[src/rtl/rvfi_retire_buffer.sv]
// RVFI retirement-stream checker with a first-word-fall-through record FIFO.
// Every valid record is checked. Records that fit in the FIFO drain over a valid/ready port.
module rvfi_retire_buffer #(
    parameter int DEPTH = 16,
    parameter int AW    = $clog2(DEPTH)
) (
    input  logic          clk,
    input  logic          reset,
    input  logic          rvfi_valid,
    input  logic [63:0]   rvfi_order,
    input  logic [31:0]   rvfi_insn,
    input  logic          rvfi_trap,
    input  logic          rvfi_halt,
    input  logic          rvfi_intr,
    input  logic [4:0]    rvfi_rd_addr,
    input  logic [31:0]   rvfi_rd_wdata,
    input  logic [31:0]   rvfi_pc_rdata,
    input  logic [31:0]   rvfi_pc_wdata,
    input  logic [31:0]   rvfi_mem_addr,
    input  logic [31:0]   rvfi_mem_rdata,
    input  logic [31:0]   rvfi_mem_wdata,
    input  logic [3:0]    rvfi_mem_rmask,
    input  logic [3:0]    rvfi_mem_wmask,
    output logic          out_valid,
    input  logic          out_ready,
    output logic [63:0]   out_order,
    output logic [31:0]   out_insn,
    output logic [31:0]   out_pc,
    output logic [31:0]   out_next_pc,
    output logic [31:0]   out_rd_wdata,
    output logic [31:0]   out_mem_addr,
    output logic [31:0]   out_mem_rdata,
    output logic [31:0]   out_mem_wdata,
    output logic [4:0]    out_rd_addr,
    output logic [3:0]    out_rmask,
    output logic [3:0]    out_wmask,
    output logic [2:0]    out_flags,
    output logic [AW:0]   count,
    output logic          overflow,
    output logic [15:0]   drop_count,
    output logic          err_order,
    output logic          err_pc,
    output logic          err_x0,
    output logic          err_post_halt,
    output logic [63:0]   first_err_order,
    output logic          halted
);
    localparam int W = 304;
    localparam logic [AW:0] L_FULL = (AW+1)'(DEPTH);

    logic [W-1:0]  r_mem [DEPTH];
    logic [AW-1:0] r_wr_ptr;
    logic [AW-1:0] r_rd_ptr;
    logic [AW:0]   r_count;
    logic          r_overflow;
    logic [15:0]   r_drop_count;
    logic [63:0]   r_exp_order;
    logic [31:0]   r_prev_pc;
    logic          r_have_prev;
    logic          r_err_order;
    logic          r_err_pc;
    logic          r_err_x0;
    logic          r_err_post_halt;
    logic [63:0]   r_first_err_order;
    logic          r_halted;

    logic [W-1:0]  w_rec_in;
    logic [W-1:0]  w_head;
    logic          w_pop;
    logic          w_full;
    logic          w_accept;
    logic          w_drop;
    logic [AW:0]   w_count_next;
    logic          w_chk_order;
    logic          w_chk_pc;
    logic          w_chk_x0;
    logic          w_chk_halt;

    assign w_rec_in = {rvfi_order, rvfi_insn, rvfi_pc_rdata, rvfi_pc_wdata, rvfi_rd_wdata,
                       rvfi_mem_addr, rvfi_mem_rdata, rvfi_mem_wdata, rvfi_rd_addr,
                       rvfi_mem_rmask, rvfi_mem_wmask, rvfi_trap, rvfi_halt, rvfi_intr};

    // A full FIFO still takes a record when the head leaves in the same cycle.
    assign w_pop    = out_valid && out_ready;
    assign w_full   = (r_count == L_FULL);
    assign w_accept = rvfi_valid && (!w_full || w_pop);
    assign w_drop   = rvfi_valid && !w_accept;

    always_comb begin
        w_count_next = r_count;
        if (w_accept && !w_pop)
            w_count_next = r_count + 1'b1;
        else if (!w_accept && w_pop)
            w_count_next = r_count - 1'b1;
    end

    assign w_chk_order = rvfi_valid && (rvfi_order != r_exp_order);
    assign w_chk_pc    = rvfi_valid && r_have_prev && !rvfi_intr && (rvfi_pc_rdata != r_prev_pc);
    assign w_chk_x0    = rvfi_valid && (rvfi_rd_addr == 5'd0) && (rvfi_rd_wdata != 32'd0);
    assign w_chk_halt  = rvfi_valid && r_halted;

    always_ff @(posedge clk) begin
        if (!reset && w_accept)
            r_mem[r_wr_ptr] <= w_rec_in;
    end

    always_ff @(posedge clk) begin
        if (reset) begin
            r_wr_ptr     <= '0;
            r_rd_ptr     <= '0;
            r_count      <= '0;
            r_overflow   <= 1'b0;
            r_drop_count <= 16'd0;
        end else begin
            if (w_accept)
                r_wr_ptr <= r_wr_ptr + 1'b1;
            if (w_pop)
                r_rd_ptr <= r_rd_ptr + 1'b1;
            r_count <= w_count_next;
            if (w_drop) begin
                r_overflow <= 1'b1;
                if (r_drop_count != 16'hFFFF)
                    r_drop_count <= r_drop_count + 16'd1;
            end
        end
    end

    // Checks run on every valid record, including ones the FIFO drops.
    always_ff @(posedge clk) begin
        if (reset) begin
            r_exp_order       <= 64'd0;
            r_prev_pc         <= 32'd0;
            r_have_prev       <= 1'b0;
            r_err_order       <= 1'b0;
            r_err_pc          <= 1'b0;
            r_err_x0          <= 1'b0;
            r_err_post_halt   <= 1'b0;
            r_first_err_order <= 64'd0;
            r_halted          <= 1'b0;
        end else if (rvfi_valid) begin
            r_exp_order <= rvfi_order + 64'd1;
            r_prev_pc   <= rvfi_pc_wdata;
            r_have_prev <= 1'b1;
            if (w_chk_order) r_err_order     <= 1'b1;
            if (w_chk_pc)    r_err_pc        <= 1'b1;
            if (w_chk_x0)    r_err_x0        <= 1'b1;
            if (w_chk_halt)  r_err_post_halt <= 1'b1;
            if (rvfi_halt)   r_halted        <= 1'b1;
            if (!(r_err_order || r_err_pc || r_err_x0 || r_err_post_halt) &&
                (w_chk_order || w_chk_pc || w_chk_x0 || w_chk_halt))
                r_first_err_order <= rvfi_order;
        end
    end

    assign w_head = r_mem[r_rd_ptr];

    assign out_valid       = (r_count != '0);
    assign out_order       = w_head[303:240];
    assign out_insn        = w_head[239:208];
    assign out_pc          = w_head[207:176];
    assign out_next_pc     = w_head[175:144];
    assign out_rd_wdata    = w_head[143:112];
    assign out_mem_addr    = w_head[111:80];
    assign out_mem_rdata   = w_head[79:48];
    assign out_mem_wdata   = w_head[47:16];
    assign out_rd_addr     = w_head[15:11];
    assign out_rmask       = w_head[10:7];
    assign out_wmask       = w_head[6:3];
    assign out_flags       = w_head[2:0];
    assign count           = r_count;
    assign overflow        = r_overflow;
    assign drop_count      = r_drop_count;
    assign err_order       = r_err_order;
    assign err_pc          = r_err_pc;
    assign err_x0          = r_err_x0;
    assign err_post_halt   = r_err_post_halt;
    assign first_err_order = r_first_err_order;
    assign halted          = r_halted;
endmodule

[config.mk]
export PLATFORM = sky130hd
export DESIGN_NAME = rvfi_retire_buffer
export DESIGN_NICKNAME = d
export VERILOG_FILES = /design/src/rtl/rvfi_retire_buffer.sv
export SDC_FILE = /design/constraint.sdc
export NUM_CORES = 2
export LEC_CHECK = 0
export CAP_MARGIN = 10
export CORE_ASPECT_RATIO = 0.6
export CORE_UTILIZATION = 40
export DETAILED_ROUTE_END_ITERATION = 16
export SLEW_MARGIN = 30
export SYNTH_ARGS = -nofsm -noshare
export SYNTH_HDL_FRONTEND = slang
export SYNTH_MEMORY_MAX_BITS = 65536
export SYNTH_SLANG_ARGS = --single-unit
[constraint.sdc]
create_clock -name clk -period 23.3 [get_ports clk]
set_input_delay 4.66 -clock clk [delete_from_list [all_inputs] [get_ports clk]]
set_output_delay 4.66 -clock clk [all_outputs]
set_load 0.005 [all_outputs]
== Yosys cells after proc, flatten, opt, wreduce, memory -nomap -nowiden ==
Memory sizes are Yosys's and may differ from the RTL's. A register that Yosys moved wholly into a read port is not among the register bits.
Index checks and enable logic that the tools add are counted.
Storage, ports and cells
  flip-flop bits (word level): 196
  memory bits (writable): 4864
  output and inout bits: 396
  memories: 1
Cells by class
  add/sub/neg operators: 6
  equality and inequality tests: 4
  mux-type cells: 6
  reductions and logical operators: 38
Memory list
  r_mem: words 16, width 304, rd ports 1, clocked after Yosys merged registers in 1, wr ports 1, line 51  | logic [W-1:0] r_mem [DEPTH];
Operator list (number)
  adder 64 x 1 -> 64 bit, second input constant: 1
  != test 64 bit: 1
  != test 32 bit: 1
  nonzero test 32 bit: 1
  adder 16 x 1 -> 16 bit, second input constant: 1
  != test 16 bit, second input constant: 1
  logical AND 1 bit: 14
  AND reduction 2 bit: 7
  two-way mux 5 bit: 2
  adder 4 x 1 -> 4 bit, second input constant: 2
  two-way mux 4 bit: 2
  logical OR 1 bit: 7
  logical NOT 1 bit: 6
  adder 5 x 1 -> 5 bit, second input constant: 1
  == test 5 bit, second input constant: 1
  logical NOT 5 bit: 1
  nonzero test 5 bit: 1
  subtractor 5 x 1 -> 5 bit, second input constant: 1
  two-way mux 1 bit: 2
  nonzero test 2 bit: 1

== Longest topological paths before layout ==
  depth in word-level cells: 8
  depth in mapped cells: 13
  gate-level depth less buffers: 13

== Worst setup path before layout ==
OpenSTA, ideal clock, no wires.
  kind: input to register
  start point: input port rvfi_valid
  end point: memory r_mem[3][0], enable pin
  setup time: 976 ps
  arrival time: 18101 ps
  path slack: 4223 ps
  stages: 5
  buffers on the path: 2
  cell sequence: clkbuf_1 -> o31a_1 -> clkbuf_1 -> nand2_1 -> nor2_1
Between the ends
  longest elaborated chain between the ends: 4
Ends and longest elaborated chain
  from (decl): line 9  | input logic rvfi_valid,
  logical AND 1 bit: line 86  | assign w_accept = rvfi_valid && (!w_full || w_pop);
  logical AND 1 bit: line 103  | if (!reset && w_accept)
  two-way mux 1 bit: line 103
  two-way mux 1 bit (implied by the code): line 104  | r_mem[r_wr_ptr] <= w_rec_in;
  to (decl): line 51
Every way passes these cells.

==> metrics.md <==
| Metric | Value |
|---|---|
| Initial Util | `between 40% and 50%` |
| Initial DRC count | `10200` |
| Critical Path Source Type | `register` |
| CTS tree | `done` |
| Status | `finished clean` |
| Sequential fraction of the synthesis area | `between 70 and 80%` |
| H-tree levels | `5` |
| Critical Path, Cell by Cell | `buf_12 -> buf_16 -> buf_4 -> buf_4 -> buf_6 -> mux4_2 -> mux4_2 -> clkdlybuf4s50_1` |
| Clock transition at the registers of the reported paths | `about 0.070 ns` |
| Root buffer cell | `clkbuf_16` |
| Via count of the routed design | `~90000` |
| 1st-pass router iterations | `5` |
| Fin crit share | `around 51%` |
| Clock Tree Buf Depth | `4` |
| Post-DP HPWL | `between 200000 and 300000 µm` |
| Resize count post-CTS | `0` |
| RR Startpoint | `count[0]` |
| Overall power | `21.9 mW` |
| Sum Neg Setup Slack | `0 ns` |
| Drc violations | `0` |
| Hold Crit Class | `register to register` |
| Die Wd | `between 800 and 900 µm` |
| Required @ worst endpoint | `about 19 ns` |
| Post-synth cell types | `51` |
| Synth top area share | `76.0%` |
| Largest net degree at the start of global routing | `118` |
| Die area | `around 480000 µm²` |
| Mapped Nets | `8255` |
| Final hold violation count | `0` |
| GPL Wtd Cong | `~0.75` |
| Hold buffers post-CTS | `0` |
| GRT Resource Usage Total | `~20%` |
| Fmax | `between 80 and 90 MHz` |
| Finish-stage setup viols | `0` |
| EDFF count, synth | `approximately 4900` |
| Area leader, netlist | `edfxtp_1` |
| RSZ-0062 raised after global routing | `no` |
| CP Class | `register to output port` |
| Final #Nets | `just over 9000` |
| Critical path arrival | `7.13 ns` |
| Max-slew violations | `0` |
| Pwr dens | `around 98 nW/µm²` |
| IO Count | `between 700 and 800` |
| Area growth, synth to finish | `15.9%` |
| Worst-margin pin slew | `about 1.1 ns` |
| Worst-path fanout max | `97` |
| Max Cap Viol | `0` |
| Drt total wl | `roughly 490000 µm` |
| Core Area | `around 480000 µm²` |
| Std-Cell Rows | `196` |
| Worst-skew pair later-pin latency | `a little over 1 ns` |
| CP Capture Type | `output port` |
| Initial antenna violation count | `74` |
| Syn Area/Cell | `24.2 µm²` |
| Vert. Die Dim | `539 µm` |
| Fin crit period | `around 12 ns` |
| Via density | `~5.7` |
| I/O Buffers | `around 700` |
| Number of clock sinks | `between 5000 and 6000` |
| Remaining antenna violation count | `0` |
| First-pass GRT wire length | `697000 µm` |
| Total gr overflow | `0` |
| Setup Skew | `0.0857 ns` |
| Critical-path cell with the highest stage delay | `dfxtp_4` |
| Post-CTS repair timing setup buffer count | `0` |
| Min-delay src | `first_err_order[28]` |
| Layout cells sized above 1 | `a little over a quarter` |
| Area contributors post-synth | `edfxtp_1, mux4_2, dfxtp_1, mux2i_1, clkbuf_1` |
| Relative slew slack | `between 20% and 30%` |
| Fraction of registers with async set/reset | `0%` |
| Final hold slack | `0.474 ns` |
| Per-cell routed wire length | `roughly 31 µm` |
| Leakage | `~67 nW` |
| Max stage delay on crit path | `1.00 ns` |
| Final Util | `between 40% and 50%` |
| TritonCTS Buffers | `about 450` |
| Most frequent cell after synthesis | `edfxtp_1` |
| Post-synthesis cell count | `between 7000 and 8000` |
| Dominant synthesized flop cell | `edfxtp_1` |
| CP Buf/Inv Count | `6` |
| Vias in the first global route | `91700` |
| Crit path max-delay family | `buffers and inverters` |
| FF+latch count, synth | `5064` |
| Commonest cells in the netlist | `edfxtp_1, mux4_2, clkbuf_1, dfxtp_1, nor2_1` |
| VDD IR max | `0.0941 mV` |
| Post-Syn Area | `192000 µm²` |
| Fillcell total | `roughly 38000` |
| Yosys synthesis warning count | `0` |
## area by class of cell
cell class / instances / area [µm²] / share of cell area, %
diodes: 28 / 70.1 / 0.0315
well taps: 6336 / 7930 / 3.56
multi-input cells: 2442 / 40500 / 18.2
inverters: 15 / 56.3 / 0.0253
flip-flops and latches: 5064 / 150000 / 67.4
repair buffers: 960 / 9680 / 4.35
clock inverters: 267 / 2670 / 1.20
clock buffers: 564 / 11800 / 5.28
## final timing paths
kind         slack (ns)             endpoint  depth (start not counted)
max               11.51      out_rd_wdata[2]                          8
min                0.47  first_err_order[28]                          2
max reg2reg       18.28         r_mem[2][44]                          7
min reg2reg        0.47  first_err_order[28]                          2
## cells in the final DEF, fill, tap and decap left out, drive strengths merged, types with 28 or more instances in the layout
cell	n
nand2	36
xnor2	83
nand4	50
a211oi	85
dfxtp	200
diode	28
buf	262
nand3	29
nand2b	128
mux2i	123
xor2	93
clkinv	196
bufinv	38
edfxtp	4864
nor2	158
a21oi	41
inv	33
mux4	1496
clkdlybuf4s50	697
clkbuf	565
## through the flow
stage,instance area (µm²),std cells,setup slack (ns)
4_1_cts,222000,15600,11.04
3_5_place_dp,208000,14800,12.24
3_3_place_gp,208000,14800,12.21
2_1_floorplan,192000,7935,4.22
6_report,223000,15700,11.51
5_1_grt,223000,15700,11.17
## routing by layer
metal | track usage [%] | up-vias | wire length [µm]
li1 | - | 36000 | -
met1 | 29.2 | 49300 | 213000
met2 | 31.8 | 3560 | 235000
met3 | 3.63 | 628 | 36000
met4 | 4.01 | 22 | 9270
met5 | 0 | - | 126
## flip-flops by register name (all words and copies together), names as in the netlist, 4 cells and up, named ones only
name	cells
r_rd_ptr	4
drop_count	16
r_prev_pc	32
r_mem	4864
r_wr_ptr	4
r_exp_order	64
count	5
first_err_order	64
## tightest hold or removal path, cell delays in order (launching register included)
cell and delay, ns:
dfxtp_1 0.31, nand2b_1 0.06, mux2i_1 0.06
## cells by family (layout without fill, tap and decap cells)
logic type	Yosys count	count (layout)	synth area share, %
flip-flops	5064	5064	78.1
multiplexers	1619	1619	18.2
AND/OR/NAND/NOR	491	491	1.41
buffers and inverters	429	1806	0.927
XOR/XNOR	176	176	0.802
AO/OA/AOI/OAI	144	144	0.510
adder cells (fa/ha/maj)	12	12	0.0820
other	0	28	0
## power breakdown
part           internal, mW  switching (mW)  leakage (nW)  total (mW)
clock                  4.02            3.36          7.01        7.38
sequential             10.1          0.0645          45.5        10.2
combinational          2.39            2.00          14.3        4.39
total                  16.5            5.43          66.7        21.9
No activity file was read; power rests on OpenSTA's default activity.
